===== src/rtl/ram_arbiter.sv =====
`default_nettype none
`timescale 1ns/1ps
// ============================================================================
// Module   : ram_arbiter
// Purpose  : Shares one single-port synchronous RAM between instruction fetch
//            (port 0), CPU load/store (port 1) and debug/loader (port 2).
//            Round-robin arbitration (optional strict priority for port 2),
//            one outstanding RAM transaction at a time, CPU stall generation.
// Ports    : clk_cpu, reset (async, active-low)
//            req/we[2:0], adrs0..2, wdata0..2   - requester side
//            ack[2:0], err, rdata               - completion side
//            mem_en, mem_we, mem_adrs, mem_wdata, mem_q - RAM side
//            cpu_stall                          - CPU hold (combinational)
// Revision : 1.0 - initial release
// ============================================================================
module ram_arbiter #(
  parameter int RAM_LAT  = 1,
  parameter int ADDR_W   = 8,
  parameter int DBG_PRIO = 0
) (
  input  logic              clk_cpu,
  input  logic              reset,
  input  logic [2:0]        req,
  input  logic [2:0]        we,
  input  logic [31:0]       adrs0,
  input  logic [31:0]       adrs1,
  input  logic [31:0]       adrs2,
  input  logic [31:0]       wdata0,
  input  logic [31:0]       wdata1,
  input  logic [31:0]       wdata2,
  output logic [2:0]        ack,
  output logic              err,
  output logic [31:0]       rdata,
  output logic              mem_en,
  output logic              mem_we,
  output logic [ADDR_W-1:0] mem_adrs,
  output logic [31:0]       mem_wdata,
  input  logic [31:0]       mem_q,
  output logic              cpu_stall
);

  typedef enum logic [1:0] {
    S_IDLE   = 2'd0,
    S_ACCESS = 2'd1,
    S_WAIT   = 2'd2,
    S_DONE   = 2'd3
  } state_t;

  localparam logic [1:0] LAT_M1 = 2'(RAM_LAT - 1);

  state_t              state_q;
  logic [1:0]          owner_q;
  logic                prio_win_q;
  logic                we_q;
  logic [1:0]          rr_q;
  logic [1:0]          cnt_q;
  logic [2:0]          ack_q;
  logic                err_q;
  logic [31:0]         rdata_q;
  logic                mem_en_q;
  logic                mem_we_q;
  logic [ADDR_W-1:0]   mem_adrs_q;
  logic [31:0]         mem_wdata_q;

  // Arbitration result and the winner's request fields
  logic [1:0]  grant_idx;
  logic        grant_prio;
  logic        sel_we;
  logic [31:0] sel_adrs;
  logic [31:0] sel_wdata;

  always_comb begin
    grant_idx  = 2'd0;
    grant_prio = 1'b0;
    if (DBG_PRIO != 0 && req[2]) begin
      grant_idx  = 2'd2;
      grant_prio = 1'b1;
    end else begin
      // First requesting port at or after the rotation pointer
      case (rr_q)
        2'd1:    grant_idx = req[1] ? 2'd1 : (req[2] ? 2'd2 : 2'd0);
        2'd2:    grant_idx = req[2] ? 2'd2 : (req[0] ? 2'd0 : 2'd1);
        default: grant_idx = req[0] ? 2'd0 : (req[1] ? 2'd1 : 2'd2);
      endcase
    end
  end

  always_comb begin
    case (grant_idx)
      2'd1: begin sel_we = we[1]; sel_adrs = adrs1; sel_wdata = wdata1; end
      2'd2: begin sel_we = we[2]; sel_adrs = adrs2; sel_wdata = wdata2; end
      default: begin sel_we = we[0]; sel_adrs = adrs0; sel_wdata = wdata0; end
    endcase
  end

  // Address bits above the RAM size wrap silently
  logic unused_adrs_hi;
  assign unused_adrs_hi = ^sel_adrs[31:ADDR_W+2];

  always_ff @(posedge clk_cpu or negedge reset) begin
    if (!reset) begin
      state_q     <= S_IDLE;
      owner_q     <= 2'd0;
      prio_win_q  <= 1'b0;
      we_q        <= 1'b0;
      rr_q        <= 2'd0;
      cnt_q       <= 2'd0;
      ack_q       <= 3'b000;
      err_q       <= 1'b0;
      rdata_q     <= 32'd0;
      mem_en_q    <= 1'b0;
      mem_we_q    <= 1'b0;
      mem_adrs_q  <= '0;
      mem_wdata_q <= 32'd0;
    end else begin
      // ack and mem_en are single-cycle pulses
      ack_q    <= 3'b000;
      mem_en_q <= 1'b0;
      case (state_q)
        S_IDLE: begin
          if (|req) begin
            owner_q    <= grant_idx;
            prio_win_q <= grant_prio;
            we_q       <= sel_we;
            if (sel_adrs[1:0] != 2'b00) begin
              // Misaligned: complete immediately with error, no RAM cycle
              state_q <= S_DONE;
              ack_q   <= 3'(1) << grant_idx;
              err_q   <= 1'b1;
              rdata_q <= 32'd0;
            end else begin
              state_q     <= S_ACCESS;
              mem_en_q    <= 1'b1;
              mem_we_q    <= sel_we;
              mem_adrs_q  <= sel_adrs[ADDR_W+1:2];
              mem_wdata_q <= sel_wdata;
            end
          end
        end
        S_ACCESS: begin
          state_q  <= S_WAIT;
          cnt_q    <= LAT_M1;
          mem_we_q <= 1'b0;
        end
        S_WAIT: begin
          if (cnt_q == 2'd0) begin
            state_q <= S_DONE;
            rdata_q <= we_q ? 32'd0 : mem_q;
            err_q   <= 1'b0;
            ack_q   <= 3'(1) << owner_q;
          end else begin
            cnt_q <= cnt_q - 2'd1;
          end
        end
        S_DONE: begin
          state_q <= S_IDLE;
          // A priority win by port 2 leaves the rotation untouched
          if (!prio_win_q) begin
            rr_q <= (owner_q == 2'd2) ? 2'd0 : owner_q + 2'd1;
          end
        end
        default: state_q <= S_IDLE;
      endcase
    end
  end

  assign ack       = ack_q;
  assign err       = err_q;
  assign rdata     = rdata_q;
  assign mem_en    = mem_en_q;
  assign mem_we    = mem_we_q;
  assign mem_adrs  = mem_adrs_q;
  assign mem_wdata = mem_wdata_q;
  assign cpu_stall = (req[0] & ~ack_q[0]) | (req[1] & ~ack_q[1]);

endmodule
`default_nettype wire

===== config.mk =====
export PLATFORM = sky130hd
export DESIGN_NAME = ram_arbiter
export DESIGN_NICKNAME = d
export VERILOG_FILES = /design/src/rtl/ram_arbiter.sv
export SDC_FILE = /design/constraint.sdc
export NUM_CORES = 1
export LEC_CHECK = 0
export CORE_AREA = 4 4 120 122
export CTS_CLUSTER_SIZE = 30
export DETAILED_ROUTE_END_ITERATION = 10
export DIE_AREA = 0 0 124 126
export GPL_ROUTABILITY_DRIVEN = 0
export PLACE_DENSITY_LB_ADDON = 0.15
export SLEW_MARGIN = 20
export SYNTH_ARGS = -nofsm -noshare
export SYNTH_HDL_FRONTEND = slang
export SYNTH_SLANG_ARGS = --single-unit

===== constraint.sdc =====
create_clock -name clk_cpu -period 3.3 [get_ports clk_cpu]
set_clock_uncertainty 0.2 [all_clocks]
set_input_delay 0.66 -clock clk_cpu [delete_from_list [all_inputs] [get_ports clk_cpu]]
set_output_delay 0.66 -clock clk_cpu [all_outputs]
set_load 0.005 [all_outputs]

Word-level counts from Yosys, hierarchy flattened
Cells that the tools add are included.

Equal/unequal tests: 13. Multipliers: 0. Reductions and logical operators: 13. Muxes and demuxes: 36. Shift operators: 2. Add/subtract/negate cells: 2. Magnitude comparators: 0. Div/mod/pow operators: 0. Bitwise gates (word level): 6.

Operators by type and width (number): 2-to-1 mux 32 bit (4); one-hot mux 32 bit (2 select lines) (2); 2-to-1 mux 2 bit (10); one-hot mux 10 bit (2 select lines) (1); equality test 2 bit, second input constant (5); inequality test 2 bit, second input constant (5); 2-to-1 mux 1 bit (9); 2-to-1 mux 3 bit (3); one-hot mux 2 bit (2 select lines) (2); one-hot mux 2 bit (4 select lines) (1); nonzero test 2 bit (4); equality test 2 x 1 -> 1 bit, second input constant (3); one-hot mux 1 bit (2 select lines) (3); one-hot mux 3 bit (2 select lines) (1); AND reduction 2 bit (3); AND reduction 3 bit (2); left shift 1 x 2 -> 3 bit, first input constant (2); logical NOT 2 bit (2); AND reduction 4 bit (1); NOT 1 bit (3); OR reduction 3 bit (1); adder 2 x 1 -> 2 bit, second input constant (1); bitwise AND 1 bit (2); subtractor 2 x 1 -> 2 bit, second input constant (1); bitwise OR 1 bit (1).

Register bits after elaboration: 87. ROM bits: 0. Latch bits: 0. Input port bits: 232. Output and inout port bits: 79. Memory bits (writable): 0. Word-level logic and storage cells: 84. Memories kept: 0.

Depth between registers and ports, before layout
Depth in word-level cells: 9. Depth in mapped cells: 13.

Worst setup path after synthesis
No wires, ideal clock.

Path type: reg2reg. Start: register rr_q[0]. End: register rdata_q[10], in the netlist rdata[10]. Arrival: 2373 ps. Slack: 606 ps. Cell stages (with the launch flop): 12. Required time: 2979 ps. Library setup time: 121 ps. Period minus slack after synthesis: 2694 ps. Cells stage by stage: dfrtp_1 inv_1 ha_1 nand2b_1 a21oi_1 a31oi_1 ha_1 nor3_4 a31oi_2 o2111a_2 buf_6 a22o_1.

Cells in the longest elaborated chain, start to end: 7. Elaborated cells on any way between the ends: 9.

RTL lines: start: declaration (RTL line 55) `logic [1:0] rr_q;`; start signal: assignment (RTL line 159) `rr_q <= (owner_q == 2'd2) ? 2'd0 : owner_q + 2'd1;`; equality test 2 bit / equality test 2 x 1 -> 1 bit (equally long branches) (RTL line 80) `case (rr_q)`; one-hot mux 2 bit (2 select lines) (*) (RTL line 80); equality test 2 bit / equality test 2 x 1 -> 1 bit (equally long branches) (RTL line 89) `case (grant_idx)`; one-hot mux 10 bit (2 select lines) (*) (RTL line 89); nonzero test 2 bit (*) (RTL line 125) `if (sel_adrs[1:0] != 2'b00) begin`; inequality test 2 bit (no line) (*); AND reduction 4 bit (no line) (*); end signal: assignment (RTL line 148) `rdata_q <= we_q ? 32'd0 : mem_q;`; end: declaration (RTL line 59) `logic [31:0] rdata_q;`.

Every way passes the cells marked *; elsewhere a longest branch is shown, timed or not. A chain may end at the register's enable or synchronous reset.

Final worst setup path
Start: input req[0]. End: register rdata_q[28], in the netlist rdata[28].

Cells in the longest elaborated chain, start to end: 8. Elaborated cells on any way between the ends: 12.

RTL lines: start: declaration (RTL line 23) `input logic [2:0] req,`; 2-to-1 mux 1 bit (RTL line 82) `2'd2: grant_idx = req[2] ? 2'd2 : (req[0] ? 2'd0 : 2'd1);`; 2-to-1 mux 2 bit (RTL line 82); one-hot mux 2 bit (2 select lines) (RTL line 80); equality test 2 bit / equality test 2 x 1 -> 1 bit (equally long branches) (RTL line 89); one-hot mux 10 bit (2 select lines) (RTL line 89); nonzero test 2 bit (RTL line 125); inequality test 2 bit (no line); AND reduction 4 bit (no line) (*).

Marks and branches as above.

==> results.ini <==
[worst_setup_path]
worst-r2r-cell-count = 12
critPathArrivalTime_ps = 2970
reg2reg_to = rdata[28]$_DFFE_PN0P_
reg2reg_from = rr_q[0]$_DFFE_PN0N_
worst_setup_path_start_kind = input port
r2r_slack_ps = 400
path_class = input port to register
critical_path_required_ps = 3310
end_kind = register
crit_path_max_fanout = 32

[timing]
hold_violations = 0
setup_viol = 0
slew_headroom = 0.6782
tightestPinTransition_ps = 482.7
slew_violations = 0
tns_ps = 0
fmax_mhz = 337.8
fin_crit_sh = 0.8971
period_needed_ps = 2961
rsz0062_at_grt = no

[logic_synthesis]
ys_seq_area_frac = 0.5066
synth_cell_type_count = 33
synth-main-ff-cell = dfrtp_1
yosysTopAreaCell = dfrtp_1
synth_edf_count = 0
synth_common_cells = o21ai_0 (124), dfrtp_1 (87), nand2_1 (48)
ys_ff_latch = 87
synth_top_area_share = 0.5066
synth_area_per_cell_um2 = 9.702
synth.area.top_cells = dfrtp_1 (51%), o21ai_0 (14%), a22oi_1 (7.2%)
netlist_instances = 443
synth.most_common_cell = o21ai_0
ys_warn_count = 0
synthArstFlopShare = 1.000
synth.net_count = 685
syn_area_um2 = 4298

[power]
seq_power_share = 0.270
power.share.combinational = 0.565
p_per_area_nw_per_um2 = 879.5
clock_power_share = 0.166
p_leak_nw = 2.974
internal_power_w = 0.003962
power.switching_w = 0.002447
irDropWorstVdd_uv = 352.2
swShare = 0.3818

[floorplan]
die_area_um2 = 15620
die_w_um = 124
rows = 42
core_area_um2 = 13190
die_y_um = 126
pin_count = 311
start_util = 0.3258

[worst_hold_path]
hold_path.class = input port to asynchronous set/reset pin

[placed_design]
io_buffers = 244
place_inst = 844
dpl.hpwl_um = 10560

[drt]
ant_nets = 0
totalWireLength_um = 13870
drc_errors = 0
dr_total_vias = 4279
avgViaCountPerCell = 4.976
dr.first_iter.drc_count = 156
firstDrtPassIters = 6
wl_per_cell_um = 16.13

[global_route]
antenna_found_initial = 0
grt_overflow_total = 0
grt_max_degree = 88
grt_pass1_vias = 4521
grt_pass1_wl_um = 21850
track_usage = 0.1734

[finish]
diodes = 0
stdcell_count = 860
seqCellArea_um2 = 2177
area.growth.synth_to_final_pct = 69.52
nNetsFinal = 921
fillers = 1247
drive_above_1_share = 0.06871
multi_input_area_um2 = 1869

[cts]
htree_levels = 3
cts_sinks = 87
cts_tree = done
clkLatencyLatePin_ps = 320
clockBufferDepth = 2
cts-buffers-inserted = 9
clk_pin_slew_ps = 60
cts_hold_buf = 0
clockRootBuffer = clkbuf_16
cts_resized = 0
cts_setup_buffers = 0

[status]
status = completed

[run]
cap_violations = 0

## logic make-up after synthesis
kind of cell | synth area share
multiplexers | 0.002329
adder cells (fa/ha/maj) | 0.02911
XOR/XNOR | 0.002038
AO/OA/AOI/OAI | 0.3307
buffers and inverters | 0.06230
AND/OR/NAND/NOR | 0.06696
flip-flops | 0.5066
## cell usage in the layout (no fill, tap or decap), types with 2 or more instances in the layout
master / netlist / routed
clkdlybuf4s50_1: 0 / 243
o21ai_0: 124 / 124
dfrtp_1: 87 / 87
nand2_1: 48 / 48
a22oi_1: 41 / 41
a22o_1: 32 / 32
buf_4: 3 / 18
inv_1: 15 / 15
clkbuf_16: 0 / 9
ha_1: 10 / 7
nor2b_1: 6 / 6
o21ai_1: 5 / 5
nand2b_1: 4 / 4
buf_12: 0 / 4
nor2_1: 3 / 3
a21oi_1: 3 / 3
o21ai_2: 3 / 3
a32o_1: 3 / 3
o31ai_1: 3 / 3
ha_2: 0 / 3
clkinvlp_4: 0 / 3
a31oi_1: 2 / 2
nor3_1: 2 / 2
bufinv_16: 0 / 2
clkbuf_1: 27 / 2
## per-layer routing
| metal | up-vias | global-route usage | part of all wire |
|---|---|---|---|
| li1 | 2088 | - | - |
| met4 | 0 | 0.06186 | 0.017 |
| met5 | - | 0 | 0 |
| met2 | 175 | 0.2956 | 0.49 |
| met1 | 2001 | 0.2091 | 0.41 |
| met3 | 15 | 0.04619 | 0.088 |
## how the worst max path moves through the flow
stage,start,to
2_1_floorplan,rr_q[0]$_DFFE_PN0N_,rdata[10]$_DFFE_PN0P_
3_3_place_gp,req[0],rdata[28]$_DFFE_PN0P_
3_5_place_dp,req[0],rdata[20]$_DFFE_PN0P_
4_1_cts,req[0],rdata[20]$_DFFE_PN0P_
5_1_grt,req[0],mem_wdata[17]$_DFFE_PN0P_
6_report,req[0],rdata[28]$_DFFE_PN0P_
## metrics by stage
stage	utilization	setup WS [ps]	instance area, µm²	hold WS (ps)	total power [W]
6_report	0.5524	339.4	7286	146.6	0.006408
5_1_grt	0.5524	209.0	7286	197.4	0.006977
4_1_cts	0.5524	349.4	7286	179.4	0.006513
3_5_place_dp	0.5285	25.19	6970	290.6	0.005406
3_3_place_gp	0.5285	32.47	6970	266.4	0.005331
2_1_floorplan	-	606.5	4298	164.4	0.003727
## flip-flops by register name, summed over array words and instances (netlist names)
register and flops:
rr_q 2, mem_we 1, cnt_q 2, mem_en 1
ack 3, mem_adrs 8, we_q 1, mem_wdata 32
state_q 2, rdata 32, err 1, owner_q 2
## worst max-delay path: stages
cell,delay (ps)
clkdlybuf4s50_1,480
nand2b_1,130
a21oi_1,70
a31oi_1,150
buf_4,160
ha_2,320
nor3_4,270
a31oi_4,60
o2111a_2,290
buf_12,170
a22o_1,190
## final cells by class
cell class	instances	share of cell area
timing repair buffer	265	0.3634
inverter	15	0.007728
sequential	87	0.2988
multi-input combinational	301	0.2566
clock inverter	5	0.01133
clock buffer	11	0.03194
tap	176	0.03022
## power by group through the flow
| stage | clock (W) | sequential (W) | combinational, W |
|---|---|---|---|
| 4_1_cts | 0.00110 | 0.00173 | 0.00368 |
| 6_report | 0.00106 | 0.00173 | 0.00362 |
| 5_1_grt | 0.00114 | 0.00178 | 0.00406 |
| 3_3_place_gp | 0 | 0.00172 | 0.00361 |
| 3_5_place_dp | 0 | 0.00174 | 0.00366 |
| 2_1_floorplan | 0 | 0.00176 | 0.00197 |
Note: power is estimated with default switching activity, not from simulation.
==> RTL change: new RTL, same flow settings <==
Change the parameter `ADDR_W` from 8 to 9.
--- a/src/rtl/ram_arbiter.sv
+++ b/src/rtl/ram_arbiter.sv
@@ -15,7 +15,7 @@
 // ============================================================================
 module ram_arbiter #(
   parameter int RAM_LAT  = 1,
-  parameter int ADDR_W   = 8,
+  parameter int ADDR_W   = 9,
   parameter int DBG_PRIO = 0
 ) (
   input  logic              clk_cpu,
Ports: changed (resized mem_adrs); port bits go from 311 to 312. The function was not compared with the original's and may differ.
==> RTL change against the original RTL <==
  * Critical path depth is 1 lower
  * Combinational power is 3% higher
  * Synthesized area grew 0.61%
  * Sequential cell count increased by 1
  * Non-clock buffer count up 2
  * Setup slack lost 0.031 ns
  * Final cell count increased by 0.93%
  * Routed wire length grew 3.0%
  * Cell area up 0.89%
  * Total power up 0.68%
  * Hold slack improved by 0.032 ns
  * Core utilization is 0.49 points higher
  * Sequential share of layout area increased by 0.076 points
==> RTL change: results (changes against the original RTL) <==
----------------------------------------------------
[Global routing]
  GRT Overall Usage ... 18.2% (+0.84 points)
  Pin count of the biggest net entering global routing ... 71 (-19%)
  Antenna violations before repair ... 0 (unchanged)
  Vias in the first global route ... 4,617 (+2.1%)
  Met2 layer usage reported by global route ... 32.2% (+2.7 points)
  Global-route wire length before repair ... 22,700 µm (+4.0%)
  Met3 routing resource usage after global routing ... 6.32% (+1.7 points)
  Met1 track demand over resource ... 20.3% (-0.61 points)

[Power]
  Power consumption ... 0.00645 W (+0.68%)
  Static Leakage ... 3.00 nW (+0.78%)
  Fraction of power consumed by sequential logic ... 27.1% (about the same)
  Comb. pwr ... 0.00372 W (+3%)
  Net Sw Power ... 0.00250 W (+2.3%)
  VDD IR-drop max ... 0.417 mV (+18%)

[Layout]
  Share of layout cells above drive strength 1 ... 6.36% (-0.51 points)
  Final-layout fill cell count ... 1,201 (-3.7%)
  N_diodes ... 0 (unchanged)
  Nets@finish ... 929 (+0.87%)

[Worst setup path]
  Max stage delay on crit path ... 0.50 ns (+0.02 ns)
  Crit path DAT ... 3.00 ns (+0.03 ns)
  Cell family with most CP delay ... compound AO/OA/AOI/OAI gates
  Top fanout value on the critical path ... 32 (unchanged)

[Placed design]
  Area after detailed placement ... 7070 µm² (+1.4%)
  Number of port buffers ... 248 (+1.6%)
  Minimum setup slack after placement ... -0.0220 ns (-0.0472 ns)
  Detail Placement HPWL ... 10,800 µm (+2.2%)
  DP Cell Count ... 852 (+0.95%)

[Yosys]
  Xor and xnor area share after synthesis ... 0.203% (-0.0012 points)
  Number of instances in the synthesized netlist ... 449 (+1.4%)
  Number of distinct standard cells referenced by the synthesized netlist ... 34 (+3.0%)
  Adder-cell share of the synthesized area ... 2.89% (-0.018 points)
  Mux cell area share after synthesis ... 0.231% (-0.0014 points)
  Post-synthesis sequential area ratio ... 50.9% (+0.27 points)
  Syn Nets ... 691 (+0.88%)
  Share of flip-flops with an asynchronous set or reset ... 100% (unchanged)
  Top cells by area in the synthesized netlist ... sky130_fd_sc_hd__dfrtp_1, sky130_fd_sc_hd__o21ai_0, sky130_fd_sc_hd__a22oi_1
  Leading post-synthesis cells by instance count ... sky130_fd_sc_hd__o21ai_0, sky130_fd_sc_hd__dfrtp_1, sky130_fd_sc_hd__nand2_1, sky130_fd_sc_hd__a22oi_1, sky130_fd_sc_hd__o21ai_1
  Compound-cell area share of the yosys netlist ... 33.4% (+0.32 points)

[Routing]
  Detailed-route wire length per cell ... 16.5 µm (+2.1%)
  Met3 routed WL ... 1570 µm (+28%)
  Total wirelength of the detailed-routed design ... 14,300 µm (+3.0%)
  First-pass detailed-route iteration total ... 5 (-1)
  Routed length on met2 ... 7200 µm (+6.2%)
  1st-iter DRT viols ... 218 (+40%)
  Average via count per standard cell ... 5.09 (+2.2%)
  Length of routed wiring on met1 ... 5420 µm (-3.8%)

[Status]
  Result of the run ... complete, no violations

[CTS]
  Cell chosen for the clock root ... sky130_fd_sc_hd__clkbuf_16

[STA]
  Final setup violation count ... 0 (unchanged)
  Slew of the pin with the lowest slew margin ... 0.705 ns (+0.222 ns)

----------------------------------------------------
-- RTL change: cell types whose count changed after synthesis, sizes merged --
cell,delta
a22oi,+1
buf,+6
clkbuf,-6
dfrtp,+1
nand2,+1
o21ai,+3
-- RTL change: worst paths after layout --
kind | start | slack [ns] | to | cells past startpoint
worst max-delay path | req[0] | 0.31 | rdata[9] | 10
worst min-delay path | reset | 0.18 | rdata[17] | 1
worst max register to register | rr_q[0] | 0.38 | rdata[9] | 12
worst min register to register | we_q | 0.28 | we_q | 2
max in group asynchronous | reset | 2.08 | rdata[24] | 2
min in group clk_cpu | we_q | 0.28 | we_q | 2
-- RTL change: area by class of cell --
class / count / area [µm²] / share of cell area (%)
clock inverter: 3 / 42.5 / 0.579
tap: 176 / 220 / 3.00
clock buffer: 13 / 240 / 3.27
timing repair buffer: 267 / 2700 / 36.7
inverter: 15 / 56.3 / 0.766
sequential: 88 / 2200 / 30.0
multi-input combinational: 306 / 1890 / 25.7
